===== src/rtl/ant_rand_pkg.sv =====
// Shared types and helpers for the bounded random draw block.
package ant_rand_pkg;

  localparam int RAND_W   = 32;
  localparam int SLICE_W  = 8;
  localparam int N_SLICES = RAND_W / SLICE_W;
  localparam int IDX_W    = $clog2(N_SLICES);

  typedef enum logic [1:0] {
    IDLE = 2'd0,
    DRAW = 2'd1,
    RESP = 2'd2
  } state_e;

  // Smallest all-ones value that covers b-1; b is the effective bound (>= 1).
  function automatic logic [SLICE_W-1:0] bound_to_mask(input logic [SLICE_W-1:0] b);
    logic [SLICE_W-1:0] m;
    m = b - 1'b1;
    m = m | (m >> 1);
    m = m | (m >> 2);
    m = m | (m >> 4);
    return m;
  endfunction

endpackage


===== src/rtl/slice_select.sv =====
// Priority picker: first masked 8-bit slice of the word that falls below the bound.
module slice_select
  import ant_rand_pkg::*;
(
  input  logic [RAND_W-1:0]  word_i,
  input  logic [SLICE_W-1:0] bound_i,
  input  logic [SLICE_W-1:0] mask_i,
  output logic               hit_o,
  output logic [IDX_W-1:0]   idx_o,
  output logic [SLICE_W-1:0] value_o,
  output logic [SLICE_W-1:0] c0_o
);

  logic [N_SLICES-1:0][SLICE_W-1:0] cand;

  for (genvar g = 0; g < N_SLICES; g++) begin : g_cand
    assign cand[g] = word_i[g*SLICE_W +: SLICE_W] & mask_i;
  end

  assign c0_o = cand[0];

  // Walk from the top slice down so the lowest accepted index wins.
  always_comb begin
    hit_o   = 1'b0;
    idx_o   = '0;
    value_o = '0;
    for (int i = N_SLICES - 1; i >= 0; i--) begin
      if (cand[i] < bound_i) begin
        hit_o   = 1'b1;
        idx_o   = IDX_W'(i);
        value_o = cand[i];
      end
    end
  end

endmodule


===== src/rtl/rand_range_draw.sv =====
// Serves unbiased random integers in [0, bound-1] from a free-running 32-bit
// random word stream, with a deterministic fallback after MAX_WORDS rejected words.
module rand_range_draw
  import ant_rand_pkg::*;
#(
  parameter int MAX_WORDS = 4,
  parameter int CNT_W     = 16
) (
  input  logic               Clk,
  input  logic               Reset,
  input  logic [RAND_W-1:0]  rnd_in,
  input  logic               rnd_valid,
  input  logic               req_valid,
  input  logic [SLICE_W-1:0] req_bound,
  output logic               req_ready,
  output logic               resp_valid,
  output logic [SLICE_W-1:0] resp_value,
  output logic               resp_fallback,
  input  logic               resp_ready,
  output logic [CNT_W-1:0]   reject_cnt
);

  localparam logic [3:0] LAST_WORD = 4'(MAX_WORDS - 1);

  state_e             state_q, state_d;
  logic [SLICE_W-1:0] bound_q, bound_d;
  logic [3:0]         word_cnt_q, word_cnt_d;
  logic [SLICE_W-1:0] value_q, value_d;
  logic               fb_q, fb_d;
  logic [CNT_W-1:0]   rej_q, rej_d;

  logic [SLICE_W-1:0] mask;
  logic               hit;
  logic [IDX_W-1:0]   hit_idx;
  logic [SLICE_W-1:0] hit_value;
  logic [SLICE_W-1:0] c0;
  logic               draw_fire;
  logic               last_word;
  logic [2:0]         n_rej;
  logic [CNT_W:0]     rej_sum;

  assign mask      = bound_to_mask(bound_q);
  assign draw_fire = (state_q == DRAW) && rnd_valid;
  assign last_word = (word_cnt_q == LAST_WORD);
  assign n_rej     = hit ? {1'b0, hit_idx} : 3'd4;
  assign rej_sum   = {1'b0, rej_q} + (CNT_W+1)'(n_rej);

  slice_select u_sel (
    .word_i  (rnd_in),
    .bound_i (bound_q),
    .mask_i  (mask),
    .hit_o   (hit),
    .idx_o   (hit_idx),
    .value_o (hit_value),
    .c0_o    (c0)
  );

  always_ff @(posedge Clk) begin
    if (Reset) begin
      state_q    <= IDLE;
      bound_q    <= 8'd1;
      word_cnt_q <= '0;
      value_q    <= '0;
      fb_q       <= 1'b0;
      rej_q      <= '0;
    end else begin
      state_q    <= state_d;
      bound_q    <= bound_d;
      word_cnt_q <= word_cnt_d;
      value_q    <= value_d;
      fb_q       <= fb_d;
      rej_q      <= rej_d;
    end
  end

  always_comb begin
    state_d = state_q;
    case (state_q)
      IDLE: if (req_valid) state_d = DRAW;
      DRAW: if (draw_fire && (hit || last_word)) state_d = RESP;
      RESP: if (resp_ready) state_d = IDLE;
      default: state_d = IDLE;
    endcase
  end

  always_comb begin
    bound_d    = bound_q;
    word_cnt_d = word_cnt_q;
    value_d    = value_q;
    fb_d       = fb_q;
    rej_d      = rej_q;
    if (state_q == IDLE && req_valid) begin
      bound_d    = (req_bound == '0) ? 8'd1 : req_bound;
      word_cnt_d = '0;
    end
    if (draw_fire) begin
      rej_d = rej_sum[CNT_W] ? '1 : rej_sum[CNT_W-1:0];
      if (hit) begin
        value_d = hit_value;
        fb_d    = 1'b0;
      end else begin
        word_cnt_d = word_cnt_q + 4'd1;
        // c0 was rejected and mask < 2B, so c0 - B is already in range.
        if (last_word) begin
          value_d = c0 - bound_q;
          fb_d    = 1'b1;
        end
      end
    end
  end

  always_comb begin
    req_ready     = (state_q == IDLE);
    resp_valid    = (state_q == RESP);
    resp_value    = value_q;
    resp_fallback = fb_q;
    reject_cnt    = rej_q;
  end

endmodule

===== config.mk =====
export PLATFORM = sky130hd
export DESIGN_NAME = rand_range_draw
export DESIGN_NICKNAME = d
export VERILOG_FILES = /design/src/rtl/ant_rand_pkg.sv /design/src/rtl/slice_select.sv /design/src/rtl/rand_range_draw.sv
export SDC_FILE = /design/constraint.sdc
export NUM_CORES = 1
export LEC_CHECK = 0
export CAP_MARGIN = 20
export CORE_MARGIN = 4
export CORE_UTILIZATION = 28
export CTS_BUF_LIST = sky130_fd_sc_hd__clkbuf_2 sky130_fd_sc_hd__clkbuf_4 sky130_fd_sc_hd__clkbuf_8
export DETAILED_ROUTE_END_ITERATION = 12
export HOLD_SLACK_MARGIN = 0.1
export SLEW_MARGIN = 20
export SYNTH_ARGS = -nofsm -noshare
export SYNTH_HDL_FRONTEND = slang
export SYNTH_SLANG_ARGS = --single-unit

===== constraint.sdc =====
create_clock -name Clk -period 5.09 [get_ports Clk]
set_input_delay 0.7635 -clock Clk [delete_from_list [all_inputs] [get_ports Clk]]
set_output_delay 0.7635 -clock Clk [all_outputs]
set_load 0.01 [all_outputs]

# Word-level counts from Yosys, hierarchy flattened
# Index checks and enable logic that the tools add are counted.
[classes] bitwise_logic=7 n_addsub=4 reduce_logical=9 n_eq_ne=6 n_mux=26 order_cmp=4
[op_table] cell="8-bit two-way mux" count=7
[op_table] cell="8-bit AND" count=4
[op_table] cell="8-bit < comparator" count=4
[op_table] cell="16-bit by 3-bit adder with 17-bit output" count=1
[op_table] cell="16-bit two-way mux" count=1
[op_table] cell="2-bit two-way mux" count=7
[op_table] cell="4-bit two-way mux" count=3
[op_table] cell="8-bit zero test" count=1
[op_table] cell="8-bit by 4-bit bitwise OR with 8-bit output" count=1
[op_table] cell="8-bit by 6-bit bitwise OR with 8-bit output" count=1
[op_table] cell="8-bit by 7-bit bitwise OR with 8-bit output" count=1
[op_table] cell="8-bit by 1-bit subtractor with 8-bit output (second input constant)" count=1
[op_table] cell="8-bit subtractor" count=1
[op_table] cell="1-bit two-way mux" count=6
[op_table] cell="2-bit one-hot mux with 3 select lines" count=1
[op_table] cell="4-bit by 1-bit adder with 4-bit output (second input constant)" count=1
[op_table] cell="4-bit by 2-bit equality test with 1-bit output (second input constant)" count=1
[op_table] cell="2-bit by 1-bit != test with 1-bit output (second input constant)" count=2
[op_table] cell="1-bit logical AND" count=3
[op_table] cell="3-bit two-way mux" count=1
[op_table] cell="3-bit AND reduction" count=1
[op_table] cell="2-bit by 1-bit equality test with 1-bit output (second input constant)" count=1
[op_table] cell="2-bit equality test (second input constant)" count=1
[op_table] cell="2-bit zero test" count=1
[op_table] cell="4 further kinds" count=4
[totals] regBits=39 input_bits=45 elab_cells=62 output_inout_bits=27

# Logic depth before layout (Yosys ltp)
# Gate-level depths: netlist of run 1.
[logic_depth] depth_word=14 depth_mapped=27

# Hierarchy
# From an unflattened synthesis of run 1, not the netlist that was laid out.
[unflattened] hier_cells=458 hier_area_um2=3522.1
[modules_own_cells] module="rand_range_draw" area_per_inst_um2=2371.0 cells_each=290 instances=1 seq_area_each_um2=780.7
[modules_own_cells] module="slice_select" area_per_inst_um2=1151.1 cells_each=168 instances=1 seq_area_each_um2=0.0

# Least setup slack after synthesis of run 1
# No wires, ideal clock.
[synth_path] path_type="register to register" start="register bound_q[0]" end="register rej_q[14], in the netlist reject_cnt[14]" arrival_ps=5230 setup_time_ps=132 setup_slack_ps=-272 n_path_buf=2 stages_incl_launch_ff=25 path_cell_list="dfxtp_1 > clkbuf_1 > inv_1 > ha_1 > clkbuf_1 > o21bai_1 > a311oi_1 > o32a_2 > and2_1 > nor2b_1 > ha_1 > nor2b_1 > o21a_1 > a311o_1 > o31ai_2 > a21oi_2 > nand3_4 > inv_4 > ha_1 > a21oi_1 > nand4b_1 > nor3_1 > nand3_1 > nor3b_1 > nor3_1"
[synth_between] elab_chain_cells=13
[synth_lines] item="start: declaration" line="rand_range_draw.sv:26" text="logic [SLICE_W-1:0] bound_q, bound_d;"
[synth_lines] item="start signal: assignment" line="rand_range_draw.sv:68" text="bound_q <= bound_d;"
[synth_lines] item="8-bit by 1-bit subtractor with 8-bit output" line="ant_rand_pkg.sv:18" text="m = b - 1'b1;"
[synth_lines] item="8-bit by 7-bit bitwise OR with 8-bit output" line="ant_rand_pkg.sv:19" text="m = m | (m >> 1);"
[synth_lines] item="8-bit by 6-bit bitwise OR with 8-bit output" line="ant_rand_pkg.sv:20" text="m = m | (m >> 2);"
[synth_lines] item="8-bit by 4-bit bitwise OR with 8-bit output" line="ant_rand_pkg.sv:21" text="m = m | (m >> 4);"
[synth_lines] item="8-bit AND" line="slice_select.sv:17" text="assign cand[g] = word_i[g*SLICE_W +: SLICE_W] & mask_i;"
[synth_lines] item="8-bit < comparator" line="slice_select.sv:28" text="if (cand[i] < bound_i) begin"
[synth_lines] item="1-bit two-way mux (3 in a row)" line="slice_select.sv:28"
[synth_lines] item="1-bit two-way mux *" line="slice_select.sv:28"
[synth_lines] item="3-bit two-way mux *" line="rand_range_draw.sv:45" text="assign n_rej = hit ? {1'b0, hit_idx} : 3'd4;"
[synth_lines] item="via n_rej[2]" line="rand_range_draw.sv:39" text="logic [2:0] n_rej;"
[synth_lines] item="16-bit by 3-bit adder with 17-bit output *" line="rand_range_draw.sv:46" text="assign rej_sum = {1'b0, rej_q} + (CNT_W+1)'(n_rej);"
[synth_lines] item="16-bit two-way mux *" line="rand_range_draw.sv:97" text="rej_d = rej_sum[CNT_W] ? '1 : rej_sum[CNT_W-1:0];"
[synth_lines] item="end signal: assignment" line="rand_range_draw.sv:72" text="rej_q <= rej_d;"
[synth_lines] item="end: declaration" line="rand_range_draw.sv:30" text="logic [CNT_W-1:0] rej_q, rej_d;"
# Mark *: on every way through the listed nets, which the timed path passes. The rest lies on a longest branch.
# A chain may end at the register's enable or synchronous reset.

# Worst setup path in the final report of run 1
[layout_path] start="register bound_q[0]" end="register rej_q[14], in the netlist reject_cnt[14]"
[layout_between] elab_chain_cells=13
[layout_lines] item="8-bit by 1-bit subtractor with 8-bit output" line="ant_rand_pkg.sv:18"
[layout_lines] item="8-bit by 7-bit bitwise OR with 8-bit output" line="ant_rand_pkg.sv:19"
[layout_lines] item="8-bit by 6-bit bitwise OR with 8-bit output" line="ant_rand_pkg.sv:20"
[layout_lines] item="8-bit by 4-bit bitwise OR with 8-bit output" line="ant_rand_pkg.sv:21"
[layout_lines] item="8-bit AND" line="slice_select.sv:17"
[layout_lines] item="8-bit < comparator" line="slice_select.sv:28"
[layout_lines] item="2-bit two-way mux / 1-bit two-way mux (equally long branches) (4 in a row)" line="slice_select.sv:28"
[layout_lines] item="3-bit two-way mux *" line="rand_range_draw.sv:45"
[layout_lines] item="16-bit by 3-bit adder with 17-bit output *" line="rand_range_draw.sv:46"
[layout_lines] item="16-bit two-way mux *" line="rand_range_draw.sv:97"
# Every way passes the cells marked *; elsewhere a longest branch is shown, timed or not.

==> metrics.txt, run 1 <==
Worst Skew=about 0.008 ns; largest net degree at the start of global routing=28; reg2reg start=bound_q[0]$_SDFFE_PP1P_; clk_lat worst skew=0.29 ns; fin util=41.35%; r2r worst-path depth=24; H-tree depth=2; Power Density=306.9 nW/um2; share of cells above drive strength 1=20.57%; Final period util=95.81%; reg2reg setup slack=0.21 ns; drt total wl=12.40 mm; sequential element share of the synthesized area=between 20% and 30%; Synth cell types=between 70 and 80; Slew Limit Headroom=between 20% and 30%; Avg Inst Size Synth=just under 8 um2; CP Launch Point=bound_q[0]$_SDFFE_PP1P_; Max Root-Sink Buffers=2; most used flip-flop cell after synthesis=dfxtp_1; Die ar.=roughly 15000 um2; register area=783.3 um2; Post-Place Setup Slack=0.04515 ns; first-pass GRT wire length=19.78 mm; VDD IR max=0.0001251 V; Max Cap Viol=0; leading area contributor after synthesis=dfxtp_1; Num CTS Buffers=5; Max Freq=205.0 MHz; vias in the first global route=between 3000 and 4000; synth warn=0; Die Height=120.9 um; post-synthesis register bit count=39; area occupied by multi-input gates=2899 um2; Hold Crit Class=reg2reg; Comb power frac=around 64%; Site Rows=40; CP endpoint=reject_cnt[14]$_SDFFE_PP0P_; Setup CP Type=reg2reg; Placed Cells=707; DRC violations left=0; Sw Ratio=43.05%; vias per cell=5.268; slew of the pin with the lowest slew margin=1.053 ns; Die Wd=120.9 um; post-layout minimum cycle time=between 4 and 5 ns; # fillers=1262; CTS tree=yes; LEAKAGE=1.934 nW; Starting Density=29.10%; Post-Syn Area=~3600 um2; Post-synth EDFFs=0; worst reg2reg endpoint=reject_cnt[14]$_SDFFE_PP0P_; total track usage=roughly 17%; Max FO, Critical Path=6; total grt overflow=0; asr flop ratio synth=0%; NetSw=~670 uW; IO Count=72; max-slew violations=0; DR pass1 iterations=4; crit path capture type=register; synth cell count leaders=nand2_1 (42), nor2_1 (42), dfxtp_1 (39); via count=3830; data required time of the worst path=roughly 5.2 ns; critical path launch point type=register; Clock Root Buffer=clkbuf_8; final hold vios=0; Nets=roughly 640; synth top area cells=dfxtp_1 (22%), ha_1 (11%), a21oi_1 (4.9%), nand2_1 (4.4%), nor2_1 (4.4%); final worst setup slack=0.2131 ns; internal power=886.1 uW; Seq pwr share=between 20% and 30%; PortBufs=71; status=complete, no violations; routability cong.=0.9341; Clock power frac=13.9%; initial antenna violation count=0; post-DP HPWL=around 9.6 mm; ANT nets after route=0; DR WL/cell=17.06 um; Syn Nets=538; Setup violations, final=0; CTS clk-pin slew, worst paths=0.09 ns; # clock sinks=39; Post-Syn Instances=459; Area Growth Syn to Fin=42.08%; core area=roughly 12000 um2; non-filler cells, final=727; top cell type's share of synthesized area=approximately 22%; n_diodes=0; drt initial violations=218; CP arrival=5.02 ns
-- cell usage in the layout (no fill, tap or decap), types with 4 or more instances in the layout --
cell type and count:
nor2_1 37, a21oi_1 29, dfxtp_1 37, ha_1 25, and3_1 7, nand4_1 6, clkdlybuf4s50_1 71, a21oi_2 7
nor3_1 13, or3_1 5, o211ai_1 9, nand3_1 15, buf_4 34, nor4_1 6, inv_1 18, nor2b_1 10
xor2_1 8, ha_4 4, nand2_1 38, o21ai_0 12, buf_6 4, and2_1 21, xnor2_1 10, a21o_1 6
o21ai_2 4, a211o_1 5, a31oi_1 4, o21ai_1 4, nor2_2 5, clkbuf_8 5
-- state kept, by name, indices dropped and copies added, names as in the netlist --
name	flops
reject_cnt	16
resp_value	8
state_q	2
bound_q	8
resp_fallback	1
word_cnt_q	4
-- worst min path at each step --
stage	start	to	slack [ns]	cells after the start
floorplan	state_q[1]$_SDFFE_PP0P_	state_q[0]$_SDFFE_PP0P_	0.45	1
global placement	resp_value[6]$_SDFFE_PP0P_	resp_value[6]$_SDFFE_PP0P_	0.46	1
detailed placement	resp_value[6]$_SDFFE_PP0P_	resp_value[6]$_SDFFE_PP0P_	0.46	1
CTS	resp_value[6]$_SDFFE_PP0P_	resp_value[6]$_SDFFE_PP0P_	0.49	1
global route	resp_value[6]$_SDFFE_PP0P_	resp_value[6]$_SDFFE_PP0P_	0.49	1
finish	resp_value[6]$_SDFFE_PP0P_	resp_value[6]$_SDFFE_PP0P_	0.48	1
-- per-stage QoR --
stage / setup TNS (ns) / hold WS [ns] / power, mW / cell area, um2
floorplan: 0 / 0.4519 / 0.8866 / 3590
global placement: 0 / 0.4607 / 1.185 / 4628
detailed placement: 0 / 0.4628 / 1.188 / 4628
CTS: 0 / 0.4861 / 1.412 / 4721
global route: -0.5511 / 0.4890 / 1.671 / 5070
finish: 0 / 0.4804 / 1.556 / 5070
-- cell type report --
cell class	instances	area share, %
clock buffers	5	1.357
clock inverters	3	0.4689
inverters	19	1.456
multi-input cells	384	57.18
flip-flops and latches	39	15.45
well taps	168	4.146
repair buffers	109	19.94
-- critical path, cell delays in order (launching register included) --
cell and delay (ns):
dfxtp_2 0.32, inv_1 0.08, ha_2 0.21, o21bai_1 0.16, a311oi_2 0.14, buf_4 0.18
o32ai_4 0.35, buf_6 0.20, and2_1 0.17, ha_1 0.17, nand3_1 0.10, a221o_1 0.37
o311ai_4 0.10, o32ai_2 0.14, nor2_2 0.23, nand2_1 0.12, a21oi_2 0.17, ha_2 0.22
fa_2 0.23, a21oi_2 0.07, nand4b_1 0.32, nor3_4 0.31, nand3_2 0.12, nor3b_2 0.21
nor3_1 0.06
-- layer usage --
layer / wire [um] / track usage, % / vias up / part of all wire (%)
met5: 0 / 0 / - / 0
met4: 275 / 5.028 / 0 / 2.2
met3: 667 / 2.937 / 22 / 5.4
met2: 5732 / 26.19 / 93 / 46
met1: 5726 / 22.79 / 1826 / 46
li1: - / - / 1889 / -
-- repair_timing --
| action | 4_1_cts | 5_1_grt |
|---|---|---|
| setup buffers | 0 | 12 |
| endpoints found under the setup margin | 0 | 16 |
| gates resized for setup | 0 | 63 |
| hold buffers | 0 | 0 |
-- logic make-up (layout without fill, tap and decap cells) --
| family | count (synthesis) | count (layout) | share of synthesized area (%) |
|---|---|---|---|
| fa+ha+maj | 34 | 34 | 12.34 |
| flops | 39 | 39 | 21.88 |
| mux | 2 | 2 | 0.5610 |
| xor+xnor | 18 | 18 | 4.418 |
| buf+inv | 36 | 136 | 4.208 |
| simple gates | 206 | 206 | 31.49 |
| compound gates | 124 | 124 | 25.11 |
-- power groups by stage --
stage	clock network (mW)	logic [mW]	registers [mW]
floorplan	0	0.537	0.349
global placement	0	0.837	0.348
detailed placement	0	0.839	0.348
CTS	0.224	0.846	0.341
global route	0.238	1.09	0.345
finish	0.216	0.997	0.343
Note: power is estimated with default switching activity, not from simulation.
==> run 2: changes to the inputs <==
--- a/config.mk
+++ b/config.mk
@@ -11,6 +11,7 @@
 export CTS_BUF_LIST = sky130_fd_sc_hd__clkbuf_2 sky130_fd_sc_hd__clkbuf_4 sky130_fd_sc_hd__clkbuf_8
 export DETAILED_ROUTE_END_ITERATION = 12
 export HOLD_SLACK_MARGIN = 0.1
+export REMOVE_ABC_BUFFERS = 1
 export SLEW_MARGIN = 20
 export SYNTH_ARGS = -nofsm -noshare
 export SYNTH_HDL_FRONTEND = slang
==> run 2 against run 1 <==
Net effect:
- wire length down 2.8%
- via count down 0.29%
- critical endpoint unchanged
- critical path depth down 2
- hold slack worse by 0.012 ns
- largest cell class unchanged
- sequential power about the same
- final area up 1.1%
- register-to-register slack about the same
==> metrics.txt, run 2 (same netlist as run 1, synthesis figures left out) <==
status=complete, no violations; final hold vios=0; clk_lat worst skew=0.30 ns; Die ar.=~15000 um2; Num CTS Buffers=5; Hold EP=resp_value[1]$_SDFFE_PP0P_; total grt overflow=0; Comb power frac=62.5%; final worst setup slack=0.2263 ns; Post-Place Setup Slack=-0.1025 ns; vias in the first global route=3697; Max Cap Viol=0; post-DP HPWL=9.314 mm; largest net degree at the start of global routing=27; worst hold path startpoint=resp_value[1]$_SDFFE_PP0P_; commonest non-fill, non-tap cells in the layout=clkdlybuf4s50_1 (71), nor2_1 (38), nand2_1 (38); max reg flops=16; DR pass1 iterations=5; Sw Ratio=41.62%; reg2reg setup slack=0.23 ns; VDD IR max=about 0.00011 V; slowest cell on the critical path=or4_4; Hold Path Depth=1; total negative slack=0 ns; first-pass GRT wire length=18.73 mm; Power Density=313.7 nW/um2; highest cell delay on the worst timing path=0.55 ns; share of cells above drive strength 1=20.68%; Max FO, Critical Path=5; slew of the pin with the lowest slew margin=0.7563 ns; H-tree depth=2; n_diodes=0; critical path launch point type=register; Clock power frac=16.2%; drt total wl=12.06 mm; max-slew violations=0; Setup violations, final=0; drt initial violations=232; Finished Cell Area=5124 um2; data required time of the worst path=roughly 5.2 ns; vias per cell=5.275; NetSw=668.9 uW; hold_buf cts=0; Max Root-Sink Buffers=2; Seq pwr share=21.4%; CTS clk-pin slew, worst paths=0.08 ns; Die Height=120.9 um; PortBufs=71; post-layout minimum cycle time=4.864 ns; reg2reg start=bound_q[5]$_SDFFE_PP0P_; worst reg2reg endpoint=reject_cnt[14]$_SDFFE_PP0P_; internal power=938.3 uW; DRC violations left=0; initial antenna violation count=0; LEAKAGE=1.946 nW; CP arrival=5.02 ns; crit path capture type=register; Site Rows=40; via count=about 3800; Nets=between 600 and 700; CTS tree=yes; overall power=1.607 mW; Clock Root Buffer=clkbuf_8; total track usage=15.74%; Final period util=95.55%; DR WL/cell=16.66 um; IO Count=a little over 70; Worst Skew=~0.012 ns; Starting Density=29.10%; Die Wd=120.9 um; Crit path max-delay family=simple AND/OR/NAND/NOR gates; Max Freq=roughly 210 MHz; routability cong.=0.9259; Slew Limit Headroom=49.39%; commonest non-fill, non-tap cell in the layout=clkdlybuf4s50_1; Area Growth Syn to Fin=43.58%; Hold Crit Class=reg2reg; r2r worst-path depth=22; Post-DP Area=4593 um2; # fillers=between 1000 and 1500; ANT nets after route=0; CP cell instances=or4_4 > nor4_4 > buf_4 > nor3_1 > buf_4 > and2_4 > ha_4 > nand3_2 > a221o_1 > o311ai_4 > o32ai_4 > nor2_4 > nand2_1 > a21oi_2 > ha_2 > fa_2 > a21oi_2 > nand4b_1 > nor3_4 > nand3_1 > nor3b_2 > nor3_1; core area=12260 um2; Buf/Inv on CP=2; # clock sinks=39; Setup CP Type=reg2reg; Hold WS=0.4685 ns
-- run 2: changes by cell type in the layout (fill, tap and decap cells not counted), moves of 2 or more --
| cell | before | now |
|---|---|---|
| nor2b_4 | 2 | 0 |
| ha_4 | 4 | 6 |
| nor3_2 | 3 | 1 |
| and2_4 | 2 | 4 |
| buf_6 | 4 | 0 |
| clkinvlp_4 | 2 | 0 |
| and2_1 | 21 | 19 |
| nor2_2 | 5 | 3 |
-- run 2: power groups by stage --
stage	Combinational [mW]	Clock, mW	Sequential, mW
after floorplan	0.510	0	0.354
after global placement	0.817	0	0.348
after detailed placement	0.823	0	0.349
after CTS	0.827	0.265	0.342
after global routing	1.09	0.280	0.346
final	1.00	0.260	0.343
-- run 2: how the worst max path moves through the flow --
stage | startpoint | end | slack (ns) | cells after the start
6_report | bound_q[5]$_SDFFE_PP0P_ | reject_cnt[14]$_SDFFE_PP0P_ | 0.23 | 22
5_1_grt | bound_q[5]$_SDFFE_PP0P_ | reject_cnt[14]$_SDFFE_PP0P_ | -0.06 | 22
4_1_cts | bound_q[0]$_SDFFE_PP1P_ | reject_cnt[10]$_SDFFE_PP0P_ | 0.02 | 22
3_5_place_dp | bound_q[0]$_SDFFE_PP1P_ | reject_cnt[10]$_SDFFE_PP0P_ | -0.10 | 22
3_3_place_gp | bound_q[2]$_SDFFE_PP0P_ | reject_cnt[8]$_SDFFE_PP0P_ | 0.09 | 20
2_1_floorplan | bound_q[1]$_SDFFE_PP0P_ | reject_cnt[14]$_SDFFE_PP0P_ | -0.16 | 22
-- run 2: per-layer routing --
layer  routed length, um  part of all wire [%]  track usage (%)  vias to the layer above
li1                    -                     -                -                     1895
met1                5625                    47            22.56                     1779
met2                5473                    45            24.07                      126
met3                 741                   6.1            2.145                       19
met4                 219                   1.8            5.453                        0
met5                   0                     0                0                        -
-- run 2: stage by stage --
step	utilization, %	instances
finish	41.79	724
CTS	38.42	713
global route	41.79	724
global placement	37.46	705
floorplan	-	442
detailed placement	37.46	705
-- run 2: layout make-up --
class,count,area [um2],area share (%)
inverters,19,73.82,1.441
repair buffers,106,973.4,19.00
flip-flops and latches,39,785.8,15.34
clock inverters,3,43.79,0.8547
well taps,168,210.2,4.103
clock buffers,5,68.82,1.343
multi-input cells,384,2968,57.92
-- run 2: repair_timing --
| action | CTS | global route |
|---|---|---|
| gates resized for setup | 1 | 69 |
| setup buffers | 0 | 11 |
| gates cloned | 0 | 0 |
| hold endpoints to repair | 0 | 0 |
| pin swaps | 0 | 22 |
| endpoints found under the setup margin | 10 | 16 |
-- run 2: worst reg2reg max path: stages, from the launching register on --
cell	delay [ns]
dfxtp_4	0.35
or4_4	0.55
nor4_4	0.29
buf_4	0.17
nor3_1	0.08
buf_4	0.20
and2_4	0.16
ha_4	0.29
nand3_2	0.08
a221o_1	0.36
o311ai_4	0.12
o32ai_4	0.16
nor2_4	0.17
nand2_1	0.10
a21oi_2	0.15
ha_2	0.22
fa_2	0.23
a21oi_2	0.07
nand4b_1	0.32
nor3_4	0.30
nand3_1	0.13
nor3b_2	0.19
nor3_1	0.06
==> run 3: changes to the inputs <==
--- a/config.mk
+++ b/config.mk
@@ -6,7 +6,6 @@
 export NUM_CORES = 1
 export LEC_CHECK = 0
 export CAP_MARGIN = 20
-export CORE_MARGIN = 4
 export CORE_UTILIZATION = 28
 export CTS_BUF_LIST = sky130_fd_sc_hd__clkbuf_2 sky130_fd_sc_hd__clkbuf_4 sky130_fd_sc_hd__clkbuf_8
 export DETAILED_ROUTE_END_ITERATION = 12
==> run 3 against run 2 <==
Net effect:
- global-route usage grew 2.8 points
- register-to-register slack lost 0.08 ns
- power grew 1.6%
- clock power grew 25%
- via count grew 1.4%
- cell count is the same
- maximum frequency shrank 1.6%
- flip-flop and latch count is the same
- hold slack lost 0.0013 ns
- worst setup slack lost 0.078 ns
- clock-buffer cell count grew 1
- critical endpoint is now reject_cnt[2]$_SDFFE_PP0P_
- largest power group unchanged
- highest routed layer unchanged
==> metrics.txt, run 3 (same netlist as run 1, synthesis figures left out) <==
status=complete, no violations; CTS tree=yes; commonest non-fill, non-tap cells in the layout=clkdlybuf4s50_1 (71), nand2_1 (39), nor2_1 (37), dfxtp_1 (37), buf_4 (34); post-layout minimum cycle time=about 4.9 ns; crit path capture type=register; Die ar.=roughly 13000 um2; core area=between 10000 and 15000 um2; Setup violations, final=0; clk_lat worst skew=about 0.30 ns; vias per cell=5.351; first-pass GRT wire length=19.21 mm; via count=3874; drt total wl=12.33 mm; CP arrival=5.11 ns; Area Growth Syn to Fin=42.15%; final worst setup slack=approximately 0.15 ns; Max Cap Viol=0; Starting Density=29.22%; Slew Limit Headroom=49.21%; Finished Cell Area=5072 um2; final hold vios=0; PortBufs=between 70 and 80; Post-Place Setup Slack=-0.07680 ns; data required time of the worst path=5.26 ns; DR WL/cell=approximately 17 um; total track usage=18.50%; Max Root-Sink Buffers=2; initial antenna violation count=0; total negative slack=0 ns; commonest non-fill, non-tap cell in the layout=clkdlybuf4s50_1; VDD IR max=0.0001329 V; Worst Skew=0.01159 ns; # clock sinks=39; critical path launch point type=register; Power Density=322.0 nW/um2; ANT nets after route=0; LEAKAGE=1.947 nW; max reg flops=16; Clock Root Buffer=clkbuf_8; hold_buf cts=0; vias in the first global route=3731; overall power=1.633 mW; DR pass1 iterations=5; Die Wd=114.9 um; Setup CP Type=reg2reg; Max FO, Critical Path=7; share of cells above drive strength 1=19.24%; Num CTS Buffers=5; # fillers=~1300; DRC violations left=0; Hold Crit Class=reg2reg; H-tree depth=2; total grt overflow=0; Max Freq=202.4 MHz; max-slew violations=0; drt initial violations=234; Final period util=between 90% and 100%; Post-DP Area=roughly 4600 um2; Site Rows=40; largest net degree at the start of global routing=27; slew of the pin with the lowest slew margin=about 0.76 ns; CTS clk-pin slew, worst paths=0.09 ns; IO Count=slightly above 70; Die Height=114.9 um; post-DP HPWL=9.361 mm; routability cong.=a little under 0.9; Nets=634; n_diodes=0
-- run 3: cell count changes in the layout (fill, tap and decap cells not counted), moves of 2 or more --
cell,before,now
and2_1,19,22
and2_4,4,1
ha_1,24,27
ha_4,6,3
nor2_2,3,5
o21ai_0,12,14
-- run 3: metrics by stage --
step / cells / utilization, % / hold slack, ns
floorplan: 442 / - / 0.4517
global route: 724 / 41.54 / 0.5009
global placement: 706 / 37.67 / 0.4516
CTS: 714 / 38.83 / 0.4742
finish: 724 / 41.54 / 0.4672
detailed placement: 706 / 37.67 / 0.4535
-- run 3: worst paths after layout --
check | from | end | slack, ns | cells past startpoint
worst min-delay path | resp_value[1]$_SDFFE_PP0P_ | resp_value[1]$_SDFFE_PP0P_ | 0.47 | 1
worst max-delay path | bound_q[5]$_SDFFE_PP0P_ | reject_cnt[2]$_SDFFE_PP0P_ | 0.15 | 21
worst max register to register | bound_q[5]$_SDFFE_PP0P_ | reject_cnt[2]$_SDFFE_PP0P_ | 0.15 | 21
worst min register to register | resp_value[1]$_SDFFE_PP0P_ | resp_value[1]$_SDFFE_PP0P_ | 0.47 | 1
-- run 3: worst max-delay path, cell delays in order, from the launching register on --
cell and delay [ns]:
dfxtp_4 0.37, or4_4 0.52, nor4_4 0.35, buf_4 0.19, o32ai_4 0.11, o21ai_2 0.16
ha_2 0.21, fa_2 0.21, nor2b_2 0.05, o21a_1 0.20, a311o_1 0.34, buf_4 0.16
o31ai_4 0.26, buf_4 0.17, a21oi_2 0.03, ha_2 0.20, fa_2 0.38, a21oi_2 0.14
nand4b_1 0.26, o21ai_0 0.24, nor2_1 0.19, nor3_1 0.06
-- run 3: metal layers --
| layer | routed length (um) | share of wire [%] | track usage (%) |
|---|---|---|---|
| met5 | 0 | 0 | 0 |
| met4 | 294 | 2.4 | 5.368 |
| met3 | 759 | 6.2 | 2.478 |
| met2 | 5761 | 47 | 30.08 |
| met1 | 5511 | 45 | 25.45 |
-- run 3: cell type report --
cell class,count,area (um2),share of cell area (%)
flip-flops and latches,39,785.8,15.49
well taps,168,210.2,4.144
clock inverters,2,60.06,1.184
multi-input cells,384,2889,56.96
inverters,19,73.82,1.455
clock buffers,6,76.32,1.505
repair buffers,106,977.2,19.26
-- run 3: timing repair --
action,CTS,global route
endpoints found under the setup margin,10,16
gates resized for setup,1,57
buffers inserted,0,10
endpoints found under the hold margin,0,0
pin swaps,0,22
-- run 3: power by group --
| group | switching, mW | leakage [nW] | internal [mW] | total (mW) |
|---|---|---|---|---|
| Combinational | 0.519 | 1.56 | 0.447 | 0.966 |
| Clock | 0.124 | 0.0688 | 0.202 | 0.325 |
| Sequential | 0.0189 | 0.318 | 0.323 | 0.342 |
| Total | 0.662 | 1.95 | 0.971 | 1.63 |
